## config.mk

```make
export PLATFORM = sky130hd
export DESIGN_NAME = store_buffer_4to2_flat
export DESIGN_NICKNAME = d
export VERILOG_FILES = /design/src/rtl/store_buffer_4to2_pkg.sv /design/src/rtl/store_buffer_4to2_if.sv /design/src/rtl/store_buffer_4to2_compact.sv /design/src/rtl/store_buffer_4to2.sv /design/src/flat_wrapper.sv
export SDC_FILE = /design/constraint.sdc
export NUM_CORES = 2
export LEC_CHECK = 0
export CORE_ASPECT_RATIO = 0.7
export CORE_UTILIZATION = 30
export DETAILED_ROUTE_END_ITERATION = 6
export DONT_BUFFER_PORTS = 1
export PLACE_DENSITY = 0.47
export SLEW_MARGIN = 40
export SYNTH_ARGS = -nofsm -noshare
export SYNTH_HDL_FRONTEND = slang
export SYNTH_SLANG_ARGS = --single-unit
```

## constraint.sdc

```tcl
create_clock -name clk -period 10.8 [get_ports clk]
set_input_delay 1.62 -clock clk [delete_from_list [all_inputs] [get_ports clk]]
set_output_delay 1.62 -clock clk [all_outputs]
set_load 0.02 [all_outputs]
```

## src/rtl/store_buffer_4to2_pkg.sv

```systemverilog
// rtl/store_buffer_4to2_pkg.sv - shared widths, entry type and address compare for the store buffer
package sb_pkg;

   localparam int ISSUE_W = 4;
   localparam int DRAIN_W = 2;
   localparam int OFF_W   = $clog2(ISSUE_W);
   localparam int CNT_W   = $clog2(ISSUE_W + 1);
   localparam int SB_AW   = 32;
   localparam int SB_DW   = 32;

   typedef struct packed {
      logic [SB_AW-1:0] addr;
      logic [SB_DW-1:0] data;
   } sb_entry_t;

   // Byte offset within the word is ignored: all stores are whole words.
   function automatic logic word_match(input logic [SB_AW-1:0] a, input logic [SB_AW-1:0] b);
      return a[SB_AW-1:2] == b[SB_AW-1:2];
   endfunction

endpackage

```

## src/rtl/store_buffer_4to2_if.sv

```systemverilog
// rtl/store_buffer_4to2_if.sv - store, drain and forwarding signals between pipeline and store buffer
interface store_buffer_4to2_if
   import sb_pkg::*;
#(
   parameter int AW = SB_AW,
   parameter int DW = SB_DW
);

   logic [ISSUE_W-1:0]          st_we;
   logic [ISSUE_W-1:0][AW-1:0]  st_addr;
   logic [ISSUE_W-1:0][DW-1:0]  st_data;
   logic                        st_ready;

   logic                        we_1;
   logic                        we_2;
   logic [AW-1:0]               dataadr_1;
   logic [AW-1:0]               dataadr_2;
   logic [DW-1:0]               writedata_1;
   logic [DW-1:0]               writedata_2;

   logic [ISSUE_W-1:0][AW-1:0]  ld_addr;
   logic [ISSUE_W-1:0]          fwd_hit;
   logic [ISSUE_W-1:0][DW-1:0]  fwd_data;

   logic                        empty;

   modport master (
      output st_we, st_addr, st_data, ld_addr,
      input  st_ready, we_1, we_2, dataadr_1, dataadr_2, writedata_1, writedata_2,
      input  fwd_hit, fwd_data, empty
   );

   modport slave (
      input  st_we, st_addr, st_data, ld_addr,
      output st_ready, we_1, we_2, dataadr_1, dataadr_2, writedata_1, writedata_2,
      output fwd_hit, fwd_data, empty
   );

endinterface

```

## src/rtl/store_buffer_4to2_compact.sv

```systemverilog
// rtl/store_buffer_4to2_compact.sv - prefix popcount of lane store enables into slot offsets
module sb_compact
   import sb_pkg::*;
(
   input  logic [ISSUE_W-1:0]            we_i,
   output logic [ISSUE_W-1:0][OFF_W-1:0] offset_o,
   output logic [CNT_W-1:0]              n_in_o
);

   // Each enabled lane lands at wr_ptr plus the number of older enabled lanes.
   always_comb begin
      logic [CNT_W-1:0] run;
      run      = '0;
      offset_o = '0;
      for (int i = 0; i < ISSUE_W; i++) begin
         offset_o[i] = run[OFF_W-1:0];
         run         = run + CNT_W'(we_i[i]);
      end
      n_in_o = run;
   end

endmodule

```

## src/rtl/store_buffer_4to2.sv

```systemverilog
// rtl/store_buffer_4to2.sv - 4-wide enqueue, 2-wide drain store buffer with load forwarding
module store_buffer_4to2
   import sb_pkg::*;
#(
   parameter int DEPTH = 8,
   parameter int AW    = SB_AW,
   parameter int DW    = SB_DW
) (
   input  logic                 clk,
   input  logic                 reset,
   store_buffer_4to2_if.slave   bus
);

   localparam int IW = $clog2(DEPTH);
   localparam int PW = IW + 1;
   localparam logic [PW-1:0] DEPTH_C     = PW'(DEPTH);
   localparam logic [PW-1:0] READY_MAX_C = PW'(DEPTH - ISSUE_W);

   logic [PW-1:0] rd_ptr_q, rd_ptr_d;
   logic [PW-1:0] wr_ptr_q, wr_ptr_d;
   logic [PW-1:0] count_q, count_d;
   sb_entry_t     entries_q [DEPTH];

   logic                            st_ready;
   logic [ISSUE_W-1:0][OFF_W-1:0]   lane_off;
   logic [CNT_W-1:0]                n_in_raw;
   logic [PW-1:0]                   n_in;
   logic [ISSUE_W-1:0][IW-1:0]      slot_idx;

   logic [IW-1:0]                   head_idx, next_idx;
   sb_entry_t                       head_e, next_e;
   logic [DRAIN_W-1:0]              drain_we;
   logic [PW-1:0]                   n_out;

   logic [DEPTH-1:0][IW-1:0]        age_idx;
   logic [DEPTH-1:0]                age_valid;
   logic [ISSUE_W-1:0]              fwd_hit;
   logic [ISSUE_W-1:0][DW-1:0]      fwd_data;

   sb_compact u_compact (
      .we_i     (bus.st_we),
      .offset_o (lane_off),
      .n_in_o   (n_in_raw)
   );

   // Only the registered count gates acceptance; same-cycle drains never free room early.
   assign st_ready = (count_q <= READY_MAX_C);
   assign n_in     = st_ready ? PW'(n_in_raw) : '0;

   always_comb begin
      slot_idx = '0;
      for (int l = 0; l < ISSUE_W; l++) begin
         slot_idx[l] = wr_ptr_q[IW-1:0] + IW'(lane_off[l]);
      end
   end

   always_ff @(posedge clk) begin
      for (int l = 0; l < ISSUE_W; l++) begin
         if (st_ready && bus.st_we[l]) begin
            entries_q[slot_idx[l]] <= '{addr: bus.st_addr[l], data: bus.st_data[l]};
         end
      end
   end

   assign head_idx = rd_ptr_q[IW-1:0];
   assign next_idx = head_idx + 1'b1;
   assign head_e   = entries_q[head_idx];
   assign next_e   = entries_q[next_idx];

   // A second port write to the same word would race in dmem, so it waits a cycle.
   always_comb begin
      drain_we    = '0;
      drain_we[0] = (count_q != '0);
      drain_we[1] = (count_q >= PW'(2)) && !word_match(head_e.addr, next_e.addr);
      n_out       = PW'(drain_we[0]) + PW'(drain_we[1]);
   end

   always_comb begin
      count_d  = count_q + n_in - n_out;
      rd_ptr_d = rd_ptr_q + n_out;
      wr_ptr_d = wr_ptr_q + n_in;
   end

   always_ff @(posedge clk or negedge reset) begin
      if (!reset) begin
         rd_ptr_q <= '0;
         wr_ptr_q <= '0;
         count_q  <= '0;
      end else begin
         rd_ptr_q <= rd_ptr_d;
         wr_ptr_q <= wr_ptr_d;
         count_q  <= count_d;
      end
   end

   always_comb begin
      age_idx   = '0;
      age_valid = '0;
      for (int k = 0; k < DEPTH; k++) begin
         age_idx[k]   = rd_ptr_q[IW-1:0] + IW'(k);
         age_valid[k] = (PW'(k) < count_q);
      end
   end

   // Scan oldest to youngest so the last match left standing is the youngest store.
   always_comb begin
      fwd_hit  = '0;
      fwd_data = '0;
      for (int l = 0; l < ISSUE_W; l++) begin
         for (int k = 0; k < DEPTH; k++) begin
            if (age_valid[k] && word_match(entries_q[age_idx[k]].addr, bus.ld_addr[l])) begin
               fwd_hit[l]  = 1'b1;
               fwd_data[l] = entries_q[age_idx[k]].data;
            end
         end
      end
   end

   assign bus.st_ready    = st_ready;
   assign bus.we_1        = drain_we[0];
   assign bus.we_2        = drain_we[1];
   assign bus.dataadr_1   = head_e.addr;
   assign bus.dataadr_2   = next_e.addr;
   assign bus.writedata_1 = head_e.data;
   assign bus.writedata_2 = next_e.data;
   assign bus.fwd_hit     = fwd_hit;
   assign bus.fwd_data    = fwd_data;
   assign bus.empty       = (count_q == '0);

   sb_no_overflow: assert property (@(posedge clk) disable iff (!reset) count_d <= DEPTH_C);

endmodule

```

## src/flat_wrapper.sv

```systemverilog
// flat-port wrapper written by rule: the top's interface ports become plain ports
module store_buffer_4to2_flat import sb_pkg::*;
#(
   parameter int DEPTH = 8,
   parameter int AW    = SB_AW,
   parameter int DW    = SB_DW
)
  (clk, reset, bus_st_we, bus_st_addr, bus_st_data, bus_ld_addr, bus_st_ready, bus_we_1, bus_we_2, bus_dataadr_1, bus_dataadr_2, bus_writedata_1, bus_writedata_2, bus_fwd_hit, bus_fwd_data, bus_empty);
  store_buffer_4to2_if #(.AW(AW), .DW(DW)) bus_i ();
  input  logic clk;
  input  logic reset;
  input wire logic [$bits(bus_i.st_we)-1:0] bus_st_we;
  input wire logic [$bits(bus_i.st_addr)-1:0] bus_st_addr;
  input wire logic [$bits(bus_i.st_data)-1:0] bus_st_data;
  input wire logic [$bits(bus_i.ld_addr)-1:0] bus_ld_addr;
  output wire logic [$bits(bus_i.st_ready)-1:0] bus_st_ready;
  output wire logic [$bits(bus_i.we_1)-1:0] bus_we_1;
  output wire logic [$bits(bus_i.we_2)-1:0] bus_we_2;
  output wire logic [$bits(bus_i.dataadr_1)-1:0] bus_dataadr_1;
  output wire logic [$bits(bus_i.dataadr_2)-1:0] bus_dataadr_2;
  output wire logic [$bits(bus_i.writedata_1)-1:0] bus_writedata_1;
  output wire logic [$bits(bus_i.writedata_2)-1:0] bus_writedata_2;
  output wire logic [$bits(bus_i.fwd_hit)-1:0] bus_fwd_hit;
  output wire logic [$bits(bus_i.fwd_data)-1:0] bus_fwd_data;
  output wire logic [$bits(bus_i.empty)-1:0] bus_empty;
  assign bus_i.st_we = bus_st_we;
  assign bus_i.st_addr = bus_st_addr;
  assign bus_i.st_data = bus_st_data;
  assign bus_i.ld_addr = bus_ld_addr;
  assign bus_st_ready = bus_i.st_ready;
  assign bus_we_1 = bus_i.we_1;
  assign bus_we_2 = bus_i.we_2;
  assign bus_dataadr_1 = bus_i.dataadr_1;
  assign bus_dataadr_2 = bus_i.dataadr_2;
  assign bus_writedata_1 = bus_i.writedata_1;
  assign bus_writedata_2 = bus_i.writedata_2;
  assign bus_fwd_hit = bus_i.fwd_hit;
  assign bus_fwd_data = bus_i.fwd_data;
  assign bus_empty = bus_i.empty;
  store_buffer_4to2 #(.DEPTH(DEPTH), .AW(AW), .DW(DW)) u_core (.clk(clk), .reset(reset), .bus(bus_i));
endmodule
```

==> out/results.txt <==
DRT met1 WL - 261 mm
Routed wl met2 - 208 mm
Cell Count, Final, Fillers Out - 12100
GRT Overall Usage - 0.432
EDFF count, synth - 512
Total placed cells including tap cells - 12000
Max Clock Freq - 0.105 GHz
Critical path peak fanout - 41
Final period utilization - 0.878
Most numerous cell on the critical path - buf_4
Met3 wire length - 114 mm
Number of global-route vias before repair - 70900
Final setup viols - 0
Number of max-cap violations - 0
Relative slew slack - 0.271
Status - complete, no violations
R2R setup slack - 3.14 ns
Largest area contributor in the netlist - edfxtp_1
Critical path data arrival time - 7.86 ns
Initial antenna violation count - 22
Number of I/O port buffers - 0
Overall die width - 616 µm
Sequential-to-total area share from yosys stat - 0.197
Crit. End Element - output pin
Share of the synthesized area in the top cell type - 0.194
Clk Tree Root Cell - clkbuf_16
RSZ-0062 raised after global routing - no
Die ar. - 266000 µm²
DR iter-0 viols - 15900
Vias/cell - 6.78
Post-route cell area - 86500 µm²
Crit path largest cell delay - 0.81 ns
Worst-path cell chain - inv_6 > buf_4 > buf_4 > mux2i_2 > xnor2_1 > nor4b_1 > o211ai_1 > nor4_4 > buf_4 > and3_1 > buf_4 > mux2i_1 > a22o_1 > o221ai_1 > buf_4
Post-Syn Nets - 9528
Total negative slack - 0 ns
DR WL/cell - 49.6 µm
Hold Path Class - in2async
Share of post-route cells with drive strength above 1 - 0.165
WP buf/inv - 6
Core Footprint - 262000 µm²
WHS - 0.602 ns
IO Pins - 654
HPWL Detailed - 469 mm
Sink Count - 522
Reg area - 15600 µm²
Clock buffer depth - 3
Top Family by Delay on Critical Path - buffers and inverters
Die H - 432 µm
Placed Area - 84100 µm²
Cells after Synth - 9113
Post-route ant nets - 0
Clock slew seen by the registers of the worst setup and hold paths - 0.07 ns
Grt total ovfl - 0
Max Used Layer - met5
Area grow syn2layout - 9.15%
Worst Path Required - 9.18 ns
Final #Nets - 8950
Post-synthesis cell area - 79300 µm²
Synth Flop Type - edfxtp_1
H-tree lvl count - 2
Post-cts sizing count - 0
Hold bufs inserted after CTS - 0
Min Tclk post-route - 9.48 ns
Vias - 82100
Starting density of the core - 0.303
Footprint of the multi-input gates - 59600 µm²
Fill count - 26900
CTS tree - yes
Type of origin of the critical path - flip-flop
Ys async rst share - 0.0192
Worst-skew pair later-pin latency - 0.71 ns
First-pass GRT wire length - 763 mm
Row Count - 157
Post-CTS Setup Bufs - 0
Largest net degree at the start of global routing - 130
Synth Register Bits - 522
DRC viols - 0
Worst path slowest cell - buf_4
TritonRoute pass-1 iters - 7
Avg Cell Area, Syn - 8.70 µm²
Final WL - 600 mm
Slew @ Worst Pin - 1.06 ns
Cell variety after synth - 86
CP Class - reg2out
Hold Fails Final Rpt - 0
Worst clock skew - 0.0280 ns
Yosys warns - 0
Placer Congestion - 1.09
Pins Over Slew Limit - 0
Number of buffers created by CTS - 61
Most area-consuming cells after synthesis - edfxtp_1, mux4_2, mux2i_1, xnor2_1, nand2_1
[flip-flops by register name, summed over array words and instances (netlist names)]
signal	flops
u_core.count_q	4
u_core.entries_q	512
u_core.rd_ptr_q	3
u_core.wr_ptr_q	3
[kinds of logic (layout without fill, tap and decap cells)]
family,Yosys count,count (layout),synth area share
AND/OR/NAND/NOR,2390,2390,0.134
AO/OA/AOI/OAI,2007,2007,0.154
multiplexers,1846,1846,0.326
buffers and inverters,1276,748,0.0684
XOR/XNOR,1047,1047,0.116
flip-flops,522,522,0.197
adder cells (fa/ha/maj),25,25,0.00470
other,0,15,0
[synthesized netlist by cell type, types with 31 or more instances]
library cell / count
mux2_2: 54
o21ai_0: 874
o211ai_1: 49
buf_6: 31
buf_2: 153
xor2_1: 301
edfxtp_1: 512
mux2i_1: 1196
nand2_1: 1304
a221o_1: 82
a22oi_1: 47
a21o_1: 31
and2_1: 65
nor4_1: 125
clkbuf_1: 622
xnor2_1: 742
a22o_1: 51
buf_1: 193
inv_1: 203
nor2_1: 449
nand3_1: 42
buf_4: 55
nand4_1: 131
a21oi_1: 502
a221oi_1: 93
mux4_2: 575
nor3_1: 116
[path summary, 6_finish.rpt]
kind,start,end,cells after the start
worst max-delay path,u_core.rd_ptr_q[0]$_DFF_PN0_,bus_fwd_data[41],15
max in group asynchronous,reset,u_core.count_q[3]$_DFF_PN0_,0
min in group clk,u_core.wr_ptr_q[0]$_DFF_PN0_,u_core.wr_ptr_q[0]$_DFF_PN0_,1
worst max register to register,u_core.rd_ptr_q[0]$_DFF_PN0_,u_core.count_q[3]$_DFF_PN0_,18
worst min-delay path,reset,u_core.wr_ptr_q[0]$_DFF_PN0_,0
worst min register to register,u_core.wr_ptr_q[0]$_DFF_PN0_,u_core.wr_ptr_q[0]$_DFF_PN0_,1
[worst register-to-register path: cells and delay by family, from the launching register on]
family	cells	cell delay, ns
adder cells (fa/ha/maj)	4	1.98
buffers and inverters	5	1.64
multiplexers	2	1.25
AND/OR/NAND/NOR	2	0.84
AO/OA/AOI/OAI	3	0.82
flip-flops	1	0.80
XOR/XNOR	2	0.27
[routing by layer]
metal  vias up  global-route usage
met1     41900               0.623
met2      6998               0.519
li1      32400                   -
met3       734               0.271
met5         -             0.00216
met4        16              0.0951
[per-stage QoR]
step | setup slack (ns) | util
3_5_place_dp | 2.23 | 0.321
6_report | 1.32 | 0.330
4_1_cts | 1.46 | 0.329
5_1_grt | 1.10 | 0.330
2_1_floorplan | 3.22 | -
3_3_place_gp | 2.20 | 0.317
[cells in the final DEF, fill, tap and decap left out, types with 28 or more instances in the layout]
master,count
nor3_1,107
edfxtp_1,512
clkbuf_16,61
a22oi_1,47
o22ai_1,29
nor2_1,439
and2_1,66
a21oi_1,499
mux2i_2,70
nor3b_1,28
mux4_2,575
inv_1,202
mux2i_4,36
a221o_1,82
nand2_1,1285
mux2i_1,1111
buf_4,338
xnor2_1,740
buf_6,30
o211ai_1,49
a221oi_1,93
a22o_1,51
o21ai_0,874
o31ai_1,28
nand3_1,37
nand4_1,131
nor4_1,121
mux2_2,54
buf_12,40
o221ai_1,29
a21o_1,31
xor2_1,301
[cell type report]
class,instances,area share
Multi-Input combinational cell,7315,0.688
Sequential cell,522,0.181
Tap cell,3498,0.0506
Timing Repair Buffer,417,0.0447
Clock buffer,65,0.0178
Inverter,218,0.00951
Clock inverter,48,0.00818
Antenna cell,15,0.000434
Power is left out: the tool's default activity adds up to more than one toggle a clock period on the data nets, which glitch-free logic cannot reach.
